<file path="config.mk">
export PLATFORM = sky130hd
export DESIGN_NAME = rx_ram_capture
export DESIGN_NICKNAME = d
export VERILOG_FILES = /design/src/rtl/rx_pkg.sv /design/src/rtl/rx_deserializer.sv /design/src/rtl/rx_ram_capture.sv
export SDC_FILE = /design/constraint.sdc
export NUM_CORES = 1
export LEC_CHECK = 0
export ABC_AREA = 1
export CAP_MARGIN = 30
export CORE_MARGIN = 1
export CORE_UTILIZATION = 45
export CTS_CLUSTER_DIAMETER = 100
export CTS_CLUSTER_SIZE = 16
export DETAILED_ROUTE_END_ITERATION = 7
export MAX_ROUTING_LAYER = met4
export SLEW_MARGIN = 10
export SYNTH_ARGS = -nofsm -noshare
export SYNTH_HDL_FRONTEND = slang
export SYNTH_SLANG_ARGS = --single-unit
</file>
<file path="constraint.sdc">
create_clock -name clk -period 2.4 [get_ports clk]
set_input_delay 0.48 -clock clk [delete_from_list [all_inputs] [get_ports clk]]
set_output_delay 0.48 -clock clk [all_outputs]
set_load 0.1 [all_outputs]
</file>
<file path="src/rtl/rx_pkg.sv">
// ============================================================================
// Module : rx_pkg
// Brief  : Shared receiver state encoding and line-level constants.
// Rev    : 1.0  initial release
// ============================================================================
`default_nettype none

package rx_pkg;

  typedef enum logic [2:0] {
    IDLE      = 3'd0,
    START     = 3'd1,
    DATA      = 3'd2,
    STOP      = 3'd3,
    WAIT_IDLE = 3'd4
  } rx_state_t;

  localparam logic RX_IDLE_LEVEL = 1'b1;
  localparam logic RX_STOP_LEVEL = 1'b1;

endpackage

`default_nettype wire

</file>
<file path="src/rtl/rx_deserializer.sv">
// ============================================================================
// Module : rx_deserializer
// Brief  : 8N1-style line synchronizer, framing FSM and LSB-first shifter.
// Rev    : 1.0  initial release
// ============================================================================
`default_nettype none

module rx_deserializer
  import rx_pkg::*;
#(
  parameter int DATA_WIDTH   = 8,
  parameter int CLKS_PER_BIT = 16
) (
  input  logic                  clk,
  input  logic                  rst,
  input  logic                  i_rx,
  output logic                  o_byte_stb,
  output logic [DATA_WIDTH-1:0] o_data,
  output logic                  o_stop_ok
);

  localparam int c_BAUD_W = $clog2(CLKS_PER_BIT);
  localparam int c_BIT_W  = $clog2(DATA_WIDTH + 1);
  localparam logic [c_BAUD_W-1:0] c_HALF_M1 = c_BAUD_W'(CLKS_PER_BIT / 2 - 1);
  localparam logic [c_BAUD_W-1:0] c_BIT_M1  = c_BAUD_W'(CLKS_PER_BIT - 1);
  localparam logic [c_BIT_W-1:0]  c_LAST    = c_BIT_W'(DATA_WIDTH - 1);

  logic                  r_sync1, r_sync2;
  rx_state_t             r_state, w_state_nxt;
  logic [c_BAUD_W-1:0]   r_baud, w_baud_nxt;
  logic [c_BIT_W-1:0]    r_bit, w_bit_nxt;
  logic [DATA_WIDTH-1:0] r_shift, w_shift_nxt;
  logic                  r_stb, w_stb_nxt;
  logic                  r_stop_ok, w_stop_ok_nxt;
  logic                  w_rx_s;

  assign w_rx_s = r_sync2;

  always_ff @(posedge clk) begin
    if (rst) begin
      r_sync1   <= RX_IDLE_LEVEL;
      r_sync2   <= RX_IDLE_LEVEL;
      r_state   <= IDLE;
      r_baud    <= '0;
      r_bit     <= '0;
      r_shift   <= '0;
      r_stb     <= 1'b0;
      r_stop_ok <= 1'b0;
    end else begin
      r_sync1   <= i_rx;
      r_sync2   <= r_sync1;
      r_state   <= w_state_nxt;
      r_baud    <= w_baud_nxt;
      r_bit     <= w_bit_nxt;
      r_shift   <= w_shift_nxt;
      r_stb     <= w_stb_nxt;
      r_stop_ok <= w_stop_ok_nxt;
    end
  end

  always_comb begin
    w_state_nxt   = r_state;
    w_baud_nxt    = r_baud + c_BAUD_W'(1);
    w_bit_nxt     = r_bit;
    w_shift_nxt   = r_shift;
    w_stb_nxt     = 1'b0;
    w_stop_ok_nxt = r_stop_ok;
    case (r_state)
      IDLE: begin
        w_baud_nxt = '0;
        if (w_rx_s != RX_IDLE_LEVEL) w_state_nxt = START;
      end
      START: begin
        // Mid-bit recheck of the start bit filters short line glitches.
        if (r_baud == c_HALF_M1) begin
          w_baud_nxt  = '0;
          w_bit_nxt   = '0;
          w_state_nxt = (w_rx_s == RX_IDLE_LEVEL) ? IDLE : DATA;
        end
      end
      DATA: begin
        if (r_baud == c_BIT_M1) begin
          w_baud_nxt              = '0;
          w_shift_nxt             = r_shift >> 1;
          w_shift_nxt[DATA_WIDTH-1] = w_rx_s;
          if (r_bit == c_LAST) w_state_nxt = STOP;
          else                 w_bit_nxt   = r_bit + c_BIT_W'(1);
        end
      end
      STOP: begin
        if (r_baud == c_BIT_M1) begin
          w_baud_nxt    = '0;
          w_stb_nxt     = 1'b1;
          w_stop_ok_nxt = (w_rx_s == RX_STOP_LEVEL);
          w_state_nxt   = (w_rx_s == RX_STOP_LEVEL) ? IDLE : WAIT_IDLE;
        end
      end
      WAIT_IDLE: begin
        // A held-low line (break) must return high before a new start bit counts.
        w_baud_nxt = '0;
        if (w_rx_s == RX_IDLE_LEVEL) w_state_nxt = IDLE;
      end
      default: begin
        w_baud_nxt  = '0;
        w_state_nxt = IDLE;
      end
    endcase
  end

  assign o_byte_stb = r_stb;
  assign o_data     = r_shift;
  assign o_stop_ok  = r_stop_ok;

endmodule

`default_nettype wire

</file>
<file path="src/rtl/rx_ram_capture.sv">
// ============================================================================
// Module : rx_ram_capture
// Brief  : Serial receiver storing good bytes into a small RAM with read port.
// Rev    : 1.0  initial release
// ============================================================================
`default_nettype none

module rx_ram_capture
  import rx_pkg::*;
#(
  parameter int DATA_WIDTH   = 8,
  parameter int ADDR_WIDTH   = 2,
  parameter int CLKS_PER_BIT = 16
) (
  input  logic                  clk,
  input  logic                  rst,
  input  logic                  rx,
  input  logic                  clear,
  input  logic                  read,
  input  logic [ADDR_WIDTH-1:0] addr,
  output logic [DATA_WIDTH-1:0] q,
  output logic                  byte_valid,
  output logic [ADDR_WIDTH:0]   count,
  output logic                  full,
  output logic                  frame_err,
  output logic                  overrun
);

  localparam int c_DEPTH = 2 ** ADDR_WIDTH;
  localparam logic [ADDR_WIDTH:0] c_FULL_COUNT = (ADDR_WIDTH + 1)'(c_DEPTH);

  logic                  w_byte_stb;
  logic [DATA_WIDTH-1:0] w_byte_data;
  logic                  w_stop_ok;
  logic                  w_write;

  logic [DATA_WIDTH-1:0] r_mem [c_DEPTH];
  logic [DATA_WIDTH-1:0] r_q;
  logic [ADDR_WIDTH-1:0] r_wr_ptr;
  logic [ADDR_WIDTH:0]   r_count;
  logic                  r_byte_valid, r_frame_err, r_overrun;

  rx_deserializer #(
    .DATA_WIDTH   (DATA_WIDTH),
    .CLKS_PER_BIT (CLKS_PER_BIT)
  ) u_deser (
    .clk        (clk),
    .rst        (rst),
    .i_rx       (rx),
    .o_byte_stb (w_byte_stb),
    .o_data     (w_byte_data),
    .o_stop_ok  (w_stop_ok)
  );

  assign full    = (r_count == c_FULL_COUNT);
  // clear takes priority over a byte landing in the same cycle.
  assign w_write = w_byte_stb & w_stop_ok & ~full & ~clear & ~rst;

  always_ff @(posedge clk) begin
    if (w_write) r_mem[r_wr_ptr] <= w_byte_data;
  end

  always_ff @(posedge clk) begin
    if (rst) begin
      r_q          <= '0;
      r_byte_valid <= 1'b0;
      r_wr_ptr     <= '0;
      r_count      <= '0;
      r_frame_err  <= 1'b0;
      r_overrun    <= 1'b0;
    end else begin
      r_byte_valid <= w_write;
      if (clear) begin
        r_wr_ptr    <= '0;
        r_count     <= '0;
        r_frame_err <= 1'b0;
        r_overrun   <= 1'b0;
      end else begin
        if (w_write) begin
          r_wr_ptr <= r_wr_ptr + ADDR_WIDTH'(1);
          r_count  <= r_count + (ADDR_WIDTH + 1)'(1);
        end
        if (w_byte_stb && w_stop_ok && full) r_overrun   <= 1'b1;
        if (w_byte_stb && !w_stop_ok)        r_frame_err <= 1'b1;
      end
      if (read) r_q <= r_mem[addr];
    end
  end

  assign q          = r_q;
  assign byte_valid = r_byte_valid;
  assign count      = r_count;
  assign frame_err  = r_frame_err;
  assign overrun    = r_overrun;

endmodule

`default_nettype wire

</file>
# Word level (Yosys, flattened, before mapping)
# Memories as Yosys holds them, arrays and structs flattened. A register that Yosys moved wholly into a read port is not among the register bits.
# Index checks and enable logic that the tools add are counted.
word_totals:
  memories: 1
  inputBits: 7
  register_bits: 31
  out_inout_bits: 15
  ramBits: 32
mem_list:
  columns: ["memory", "depth", "width", "read_ports", "rd_ports_with_merged_regs", "wr", "line_no", "source"]
  rows:
  - ["r_mem", 4, 8, 1, 1, 1, "rx_ram_capture.sv:37", "logic [DATA_WIDTH-1:0] r_mem [c_DEPTH];"]
classes:
  n_eq_ne: 15
  n_addsub: 4
  n_mux: 19
  n_reduce_logical: 13
  n_bitwise: 8
op_table:
  columns: ["operator", "count"]
  rows:
  - ["$mux W3", 7]
  - ["$mux W4", 5]
  - ["$pmux W4 S2", 2]
  - ["$pmux W3 S5", 1]
  - ["$ne A2 B1 Y1 const B", 5]
  - ["$add A4 B1 Y4 const B", 2]
  - ["$eq A4 B3 Y1 const B", 2]
  - ["$eq A3 B2 Y1 const B", 2]
  - ["$eq A3 B3 Y1 const B", 2]
  - ["$reduce_and A6 Y1", 1]
  - ["$reduce_or A2 Y1", 3]
  - ["$and A1 B1 Y1", 4]
  - ["$eq A4 B4 Y1 const B", 1]
  - ["$ne A2 B2 Y1 const B", 2]
  - ["$not A1 Y1", 4]
  - ["$reduce_and A2 Y1", 2]
  - ["$reduce_and A4 Y1", 1]
  - ["$add A3 B1 Y3 const B", 1]
  - ["$eq A3 B1 Y1 const B", 1]
  - ["$logic_and A1 B1 Y1", 3]
  - ["$logic_not A3 Y1", 1]
  - ["$mux W1", 3]
  - ["$add A2 B1 Y2 const B", 1]
  - ["$mux W2", 1]
  - ["2 further kinds", 2]

# Longest topological paths before layout
depth:
  ltp_word: 7
  ltp_mapped: 9

# By module
# A second synthesis with hierarchy kept.
unflattened:
  cells_unflattened: 370
  area_unflattened_um2: 3183.1
modules_own_cells:
  columns: ["module", "cells_per_inst", "instances", "seq_area_each_um2", "area_each_um2"]
  rows:
  - ["rx_ram_capture", 232, 1, 1281.2, 2124.5]
  - ["rx_deserializer", 138, 1, 460.4, 1058.5]

# Worst setup path after synthesis
# OpenSTA, ideal clock, no wires.
synth_path:
  path_kind: "flip-flop to output port"
  startpoint: "register r_count[2], in the netlist count[2]"
  endpoint: "output port full"
  slack_ns: 0.021
  arrival_ns: 1.899
  stages_incl_launch_ff: 3
  path_buffers: 0
  required_ns: 1.920
  path_cell_list: "dfxtp_1 nand2_1 inv_1"
synth_between:
  elab_chain_cells: 1
synth_lines:
  columns: ["element", "line_no", "source"]
  rows:
  - ["start: declaration", "rx_ram_capture.sv:40", "logic [ADDR_WIDTH:0] r_count;"]
  - ["start signal: assignment", "rx_ram_capture.sv:81", "r_count <= r_count + (ADDR_WIDTH + 1)'(1);"]
  - ["$eq A3 B3 Y1", "rx_ram_capture.sv:55", "assign full = (r_count == c_FULL_COUNT);"]
  - ["end: declaration", "rx_ram_capture.sv:24", "output logic full,"]
# No other way between the ends.

# Final worst setup path
layout_path:
  startpoint: "register r_count[0], in the netlist count[0]"
  endpoint: "output port full"
# The elaborated chain is that of the path after synthesis.

==> results.py <==
metrics = {
    "grt": {
        "overflow": 0,
        "antenna_found_initial": 0,
        "grt_max_degree": 17,
        "grt_pass1_wl_um": 9520,
        "first_global_vias": 2002,
        "grt_use_total_pct": 18.6,
    },
    "setup_path": {
        "timing.rr.start": "u_deser.r_baud[0]",
        "endpoint_kind": "output port",
        "crit_path_frequent_cell": "inv_1",
        "path_max_fanout": 4,
        "start_kind": "register",
        "crit_path_top_delay_cell": "dfxtp_1",
        "worstSetupPathType": "register to output port",
        "worstPathCellList": "inv_1 > ha_1 > nand2_1 > inv_1 > buf_4",
        "rr_worst_depth": 8,
        "cpPeakStageDelay_ns": 0.39,
        "arrival_ns": 1.42,
        "r2r_slack_ns": 0.78,
        "r2r_end": "u_deser.r_bit[1]",
        "required_ns": 1.92,
    },
    "synthesis": {
        "synth_edf_count": 32,
        "async_flop_share_pct": 0,
        "ys_types": 26,
        "ys_seq_area_share_pct": 59.0,
        "syn_area_per_cell_um2": 8.90,
        "yosys_warnings": 0,
        "ys_seq_elements": 71,
        "ys.flop_type": "dfxtp_1",
        "yosys-top-cells-area": "edfxtp_1 (33%), dfxtp_1 (26%), nor2_1 (11%), o21ai_0 (7.3%), nand2_1 (4.8%)",
        "synth_top_area_share_pct": 32.5,
        "syn-instance-count": 332,
        "netlist_area_um2": 2950,
        "synth_nets": 347,
        "synth.largest_area_cell": "edfxtp_1",
    },
    "sta": {
        "worstMarginPinSlew_ns": 0.463,
        "rsz0062_at_grt": "false",
        "finalCritPeriodShare_pct": 79.3,
        "maxSlewHeadroom_pct": 69.1,
        "hold_viol_final": 0,
        "fmax_mhz": 526,
        "drv_slew": 0,
        "setup_slack_ns": 0.497,
        "finalSetupViolCount": 0,
        "finalSetupTns_ns": 0,
        "finClkSkew_ns": 0.00845,
        "fin_crit_ns": 1.90,
    },
    "placed_design": {
        "gp_congestion": 0.792,
        "pre_cts_ws_ns": 0.201,
        "place_inst": 428,
        "port-buffer-count": 21,
        "post-dp-hpwl_um": 4040,
    },
    "drt": {
        "route.detailed.drc": 0,
        "routedLengthMet1_um": 2770,
        "vias": 2123,
        "drt_iter0_markers": 115,
        "via_per_inst": 4.78,
        "drt_wl_total_um": 5620,
        "avgRoutedWirePerCell_um": 12.6,
        "drtPass1Iterations": 4,
        "ant_nets": 0,
        "topRoutingLayerUsed": "met4",
        "wl_met2_um": 2570,
        "met3WireLength_um": 207,
    },
    "finish": {
        "antenna_cells": 0,
        "layout.nets": 377,
        "drive_gt1_share_pct": 12.0,
        "finalNonFillerCells": 444,
        "syn2layout_area_growth_pct": 15.9,
        "final_core_util_pct": 53.9,
    },
    "die": {
        "dieHeight_um": 83.0,
        "num_rows": 29,
        "die-area_um2": 6890,
        "dieWidth_um": 83.0,
        "start_util_pct": 46.5,
        "core_area_um2": 6350,
        "ios": 22,
    },
    "power_and_ir_drop": {
        "power_leakage_nw": 1.46,
        "ir_drop_uv": 401,
        "seq_power_share_pct": 49.7,
        "power_mw": 2.68,
        "pwr-share-comb_pct": 15.5,
        "p_int_mw": 1.93,
        "switching_share_pct": 28.1,
        "p_switching_mw": 0.752,
        "pwr-share-clk_pct": 34.7,
        "power_density_nw_per_um2": 783,
    },
    "clock_tree": {
        "postCtsSetupBuffers": 0,
        "cts_tree": "done",
        "cts_made_buffers": 9,
        "clk_path_buf_depth": 2,
        "cts-resized-gates": 0,
        "root_buffer": "clkbuf_8",
        "insertion_delay_ns": 0.33,
        "clk_pin_slew_worst_paths_ns": 0.07,
        "htree_levels": 3,
        "postCtsHoldBufs": 0,
        "clock-sinks": 71,
    },
    "flow_run": {
        "cap_violations": 0,
    },
    "worst_hold_path": {
        "hold_path.class": "register to register",
        "min_path_cells": 1,
        "min_to": "u_deser.r_sync2",
        "worstHoldStart": "u_deser.r_sync1",
    },
    "outcome": {
        "status": "completed",
    },
}
placed cells by master (no fill, tap or decap), drive strengths merged, types with 6 or more instances in the layout:
master and instances:
inv 37, o21ai 43, clkbuf 10, dfxtp 39, ha 8, a21oi 12, nor2 86, edfxtp 32
nand2 39, nand3 14, clkdlybuf4s50 6, buf 22
routing by layer:
metal / vias up / track usage, %
met3: 6 / 4.77
li1: 1135 / -
met5: - / -
met4: 0 / 8.62
met2: 51 / 26.9
met1: 931 / 24.5
area by class of cell:
cell class              count  area, um^2
flip-flops and latches     71        1740
multi-input cells         214        1010
clock buffers              10         138
well taps                  77        96.3
clock inverters             6        60.1
fillers                   586        2930
inverters                  38         148
repair buffers             28         225
per-stage QoR:
step	cell area [um^2]	hold slack, ns
after floorplan	2950	0.389
after global placement	3230	0.403
after detailed placement	3230	0.406
after CTS	3420	0.427
after global routing	3420	0.450
final	3420	0.419
state kept, by name, indices dropped and copies added, names as in the netlist:
signal,flops
u_deser.r_sync1,1
r_wr_ptr,2
u_deser.r_sync2,1
u_deser.o_data,8
u_deser.r_bit,4
byte_valid,1
count,3
u_deser.r_state,3
u_deser.o_byte_stb,1
r_mem,32
q,8
u_deser.o_stop_ok,1
frame_err,1
u_deser.r_baud,4
overrun,1
cell families (layout without fill, tap and decap cells):
family	Yosys count	in the layout	synth area share, %
AO/OA/AOI/OAI	57	57	9.78
XOR/XNOR	2	2	0.593
adder cells (fa/ha/maj)	8	8	3.39
buffers and inverters	47	82	6.69
flip-flops	71	71	59.0
AND/OR/NAND/NOR	147	147	20.6
worst max path at each step:
stage	from	end	slack, ns	cells past startpoint
2_1_floorplan	count[2]	full	0.02	2
3_3_place_gp	rst	r_mem[1][0]	0.26	6
3_5_place_dp	rst	r_mem[3][6]	0.20	6
4_1_cts	count[0]	full	0.46	5
5_1_grt	count[0]	full	0.39	5
6_report	count[0]	full	0.50	5
Yosys cell counts (2+ instances only):
cell type  instances
nor2_1            85
o21ai_0           43
dfxtp_1           39
nand2_1           38
inv_1             36
edfxtp_1          32
nand3_1           14
a21oi_1           12
ha_1               8
clkbuf_1           4
buf_1              2
buf_6              2
nor3_1             2
or2_2              2
xor2_1             2
power groups by stage:
stage | clock, mW | sequential (mW) | combinational [mW]
floorplan | 0 | 1.42 | 0.269
global placement | 0 | 1.36 | 0.413
detailed placement | 0 | 1.36 | 0.417
CTS | 0.964 | 1.33 | 0.418
global route | 1.03 | 1.34 | 0.478
finish | 0.930 | 1.33 | 0.416
critical path, delay by kind of cell, from the launching register on:
kind	cells	cell delay, ns
simple gates	1	0.12
fa+ha+maj	1	0.20
buf+inv	3	0.38
flops	1	0.39
No activity file was read; power rests on OpenSTA's default activity.
